`config.mk`:
```
export PLATFORM = sky130hd
export DESIGN_NAME = kernel_window_matcher
export DESIGN_NICKNAME = d
export VERILOG_FILES = /design/src/rtl/kernel_window_matcher.sv
export SDC_FILE = /design/constraint.sdc
export NUM_CORES = 1
export LEC_CHECK = 0
export CORE_MARGIN = 8
export CORE_UTILIZATION = 48
export DETAILED_ROUTE_END_ITERATION = 6
export PLACE_DENSITY = 0.86
export SYNTH_ARGS = -nofsm -noshare
export SYNTH_HDL_FRONTEND = slang
export SYNTH_SLANG_ARGS = --single-unit
```
`constraint.sdc`:
```
create_clock -name clk -period 6.95 [get_ports clk]
set_input_delay 1.39 -clock clk [delete_from_list [all_inputs] [get_ports clk]]
set_output_delay 1.39 -clock clk [all_outputs]
set_load 0.01 [all_outputs]
```
`src/rtl/kernel_window_matcher.sv`:
```
// Scans all M*M kernel addresses once per latched binary window and reports the
// erosion/dilation result with the kernel population and hit counts.
module kernel_window_matcher #(
    parameter int M      = 3,
    parameter int ADDR_W = 7,
    parameter int CNT_W  = 4
) (
    input  logic                clk,
    input  logic                rstn,
    input  logic                start,
    input  logic                mode,
    input  logic [M*M-1:0]      window,
    output logic [ADDR_W-1:0]   k_addr,
    input  logic                k_bit,
    output logic                busy,
    output logic                done,
    output logic                result,
    output logic [CNT_W-1:0]    ones_count,
    output logic [CNT_W-1:0]    hit_count
);

    localparam int N     = M * M;
    localparam int IDX_W = (N > 1) ? $clog2(N) : 1;
    localparam logic [ADDR_W-1:0] LAST_ADDR = ADDR_W'(N - 1);

    typedef enum logic [1:0] {
        IDLE = 2'd0,
        SCAN = 2'd1,
        DONE = 2'd2
    } state_t;

    state_t             state_r;
    state_t             state_s;
    logic               load_s;
    logic               last_s;
    logic               win_bit_s;
    logic [CNT_W-1:0]   ones_s;
    logic [CNT_W-1:0]   hits_s;
    logic [N-1:0]       win_q;
    logic               mode_q;
    logic [CNT_W-1:0]   ones_r;
    logic [CNT_W-1:0]   hits_r;

    assign last_s    = (k_addr == LAST_ADDR);
    assign win_bit_s = win_q[k_addr[IDX_W-1:0]];
    assign ones_s    = ones_r + {{(CNT_W-1){1'b0}}, k_bit};
    assign hits_s    = hits_r + {{(CNT_W-1){1'b0}}, k_bit & win_bit_s};

    // State register.
    always_ff @(posedge clk or negedge rstn) begin
        if (!rstn) begin
            state_r <= IDLE;
        end else begin
            state_r <= state_s;
        end
    end

    // Next-state logic; the DONE exit edge also samples start so windows
    // can stream back to back every M*M+1 cycles.
    always_comb begin
        state_s = state_r;
        load_s  = 1'b0;
        case (state_r)
            IDLE, DONE: begin
                if (start) begin
                    load_s  = 1'b1;
                    state_s = SCAN;
                end else begin
                    state_s = IDLE;
                end
            end
            SCAN: begin
                if (last_s) begin
                    state_s = DONE;
                end else begin
                    state_s = SCAN;
                end
            end
            default: begin
                state_s = IDLE;
            end
        endcase
    end

    // Address walk, accumulation and registered result outputs.
    always_ff @(posedge clk or negedge rstn) begin
        if (!rstn) begin
            k_addr     <= {ADDR_W{1'b0}};
            busy       <= 1'b0;
            done       <= 1'b0;
            result     <= 1'b0;
            ones_count <= {CNT_W{1'b0}};
            hit_count  <= {CNT_W{1'b0}};
            win_q      <= {N{1'b0}};
            mode_q     <= 1'b0;
            ones_r     <= {CNT_W{1'b0}};
            hits_r     <= {CNT_W{1'b0}};
        end else begin
            done <= 1'b0;
            case (state_r)
                IDLE, DONE: begin
                    k_addr <= {ADDR_W{1'b0}};
                    if (load_s) begin
                        win_q  <= window;
                        mode_q <= mode;
                        ones_r <= {CNT_W{1'b0}};
                        hits_r <= {CNT_W{1'b0}};
                        busy   <= 1'b1;
                    end else begin
                        busy   <= 1'b0;
                    end
                end
                SCAN: begin
                    ones_r <= ones_s;
                    hits_r <= hits_s;
                    if (last_s) begin
                        k_addr     <= {ADDR_W{1'b0}};
                        busy       <= 1'b0;
                        done       <= 1'b1;
                        ones_count <= ones_s;
                        hit_count  <= hits_s;
                        // Erosion: every set kernel bit hit; dilation: any hit.
                        result     <= mode_q ? (hits_s != {CNT_W{1'b0}}) : (hits_s == ones_s);
                    end else begin
                        k_addr <= k_addr + ADDR_W'(1);
                    end
                end
                default: begin
                    k_addr <= {ADDR_W{1'b0}};
                    busy   <= 1'b0;
                end
            endcase
        end
    end

endmodule

```
==> results.yml <==
yosys:
  syn_inst: 164
  yosys.cell_types.count: 27
  synth_common_cells: "44 x nand2_1, 37 x dfrtp_1, 11 x o21ai_0, 10 x xor2_1, 9 x nor2_1"
  ys_warn_count: 0
  synth_seq_area_share_pct: 53.66
  synth_top_area_cell: "dfrtp_1"
  syn_area_um2: 1725
  synth_area_per_cell_um2: 10.52
  netlist.area_leader.share_pct: 53.66
  synthMostInstantiatedCell: "nand2_1"
  synth_edf_count: 0
  synth_area_leaders: "dfrtp_1 54%, nand2_1 9.6%, xor2_1 5.1%"
  syn_nets: 184
  synthFlopType: "dfrtp_1"
  ys_ff_latch: 37
  async_flop_share_pct: 100.0
clock_network:
  cts_sinks: 37
  clkSlewWorstSetupHoldPaths_ns: 0.10
  cts_buffers: 5
  post_cts_buffers: 0
  htree_num_levels: 2
  clockBufferDepth: 2
  cts_hold_buffers: 0
  cts_resized: 0
  cts_tree: "built"
  clock_latency_ns: 0.33
  root_buffer: "clkbuf_4"
global_routing:
  grt_antenna_before_repair: 0
  grtUsageTotal_pct: 12.09
  grt-ovfl-total: 0
  grt_max_degree: 38
  grt_pass1_vias: 1302
  grt_pass1_wl_um: 5802
die:
  start_util_pct: 50.90
  die_h_um: 75.96
  ios: 32
  fp-row-count: 21
  die_x_um: 75.96
  dieArea_um2: 5769
  core-area_um2: 3390
worst_setup_path:
  endpoint: "result"
  rr_endpoint: "result"
  critPathArrivalTime_ns: 3.38
  crit_path_end_kind: "flop"
  reg2reg_setup_slack_ns: 4.29
  crit_start: "k_bit"
  timing.rr.start: "k_addr[0]"
  worstPathMaxFanout: 3
  required_ns: 7.16
  crit_type: "input port to flop"
  cp-start-kind: "input port"
  worst_r2r_path_depth: 11
pwr:
  power_density_nw_per_um2: 416.2
  p_leak_nw: 0.9854
  peakVddDrop_uv: 184.7
status:
  status: "finished clean"
timing:
  max_freq_mhz: 315.8
  setup_violations: 0
  setup_tns_ns: 0
  report.final.slew_viol_count: 0
  rsz0062_at_grt: "false"
  period_minus_slack_ns: 3.166
  tightest_slew_ns: 0.7132
  fin_ws_ns: 3.784
  final.setup_skew_ns: 0.01375
  finalCritPeriodShare_pct: 45.56
  max_slew_margin_pct: 52.36
  hold_violations: 0
route:
  ant_nets: 0
  via_count: 1223
  routed_wirelength_um: 3309
  viasPerCell: 5.033
  avgRoutedWirePerCell_um: 13.62
  drc: 0
  first_pass_iters: 4
  drt_iter0_markers: 57
cells_and_area:
  fillCellCount: 268
  drive_above_1_share_pct: 8.122
  area_delta_synth_final_pct: 21.97
  antenna_cells: 0
  final_nets: 216
placement:
  hpwl_um: 2464
  gp_congestion: 0.8327
  port_buffers: 31
  dp_slack_ns: 3.455
hold_path:
  min_path_type: "flop to flop"
  worstHoldStart: "win_q[3]"
run:
  maxCapViolations: 0
-- cells in the final DEF, fill, tap and decap left out, types with 5 or more instances in the layout --
cell	Yosys	routed
clkbuf_4	0	5
nor2_1	9	9
dfrtp_1	37	37
nand2_1	44	44
clkdlybuf4s50_1	0	31
o21ai_0	11	11
nand3_1	6	6
ha_1	6	6
xor2_1	10	10
-- metal layers --
| metal | vias to the layer above | track usage [%] | wire length [um] |
|---|---|---|---|
| li1 | 606 | - | - |
| met5 | - | 0 | 0 |
| met3 | 2 | 3.538 | 124 |
| met1 | 586 | 14.79 | 1484 |
| met2 | 29 | 19.11 | 1666 |
| met4 | 0 | 5.490 | 34 |
-- sequential cells by signal (all words and copies together), names as in the netlist --
name and count:
busy 1, done 1, hit_count 4, hits_r 4
k_addr 7, mode_q 1, ones_count 4, ones_r 4
result 1, state_r 1, win_q 9
-- worst min-delay path by stage --
stage / cells past startpoint / to / slack (ns)
after floorplan: 2 / win_q[4] / 0.44
after global placement: 2 / win_q[0] / 0.45
after detailed placement: 2 / win_q[3] / 0.46
after CTS: 2 / win_q[3] / 0.49
after global routing: 2 / win_q[1] / 0.51
final: 2 / win_q[3] / 0.49
-- logic make-up (layout without fill, tap and decap cells) --
kind of cell	count (synthesis)	after routing	synth area share [%]
simple gates	73	73	19.58
flops	37	37	53.66
compound gates	17	17	6.236
xor+xnor	13	13	6.599
buf+inv	11	44	3.480
mux	7	7	6.091
fa+ha+maj	6	6	4.351
-- power by group --
part           switching [mW]  leakage, nW  internal [mW]
clock                  0.0637       0.0265         0.0404
combinational           0.195        0.487          0.201
sequential             0.0750        0.472          0.301
total                   0.333        0.985          0.543
-- worst max-delay path: stages --
cell and delay (ns):
clkdlybuf4s50_1 0.50, nand2_1 0.06, o41ai_1 0.27, ha_1 0.25, ha_1 0.22, xor2_1 0.28, xor2_1 0.12, a32oi_1 0.20
o21ai_0 0.09
-- area by class of cell --
class | count | area [um^2] | share of cell area [%]
clock buffers | 8 | 48.80 | 2.319
inverters | 4 | 15.01 | 0.7134
multi-input cells | 116 | 739.5 | 35.14
flip-flops and latches | 37 | 925.9 | 44.00
well taps | 46 | 57.56 | 2.735
repair buffers | 32 | 317.8 | 15.10
-- stage by stage --
stage | instance area [um^2] | power (mW) | utilization (%) | std cells | hold slack [ns]
finish | 2105 | 0.8759 | 62.09 | 243 | 0.4855
global route | 2105 | 0.9487 | 62.09 | 243 | 0.5137
CTS | 2105 | 0.8809 | 62.09 | 243 | 0.4863
detailed placement | 2056 | 0.7742 | 60.65 | 235 | 0.4616
global placement | 2056 | 0.7590 | 60.65 | 235 | 0.4543
floorplan | 1725 | 0.6381 | - | 164 | 0.4403
Note: power is estimated with default switching activity, not from simulation.
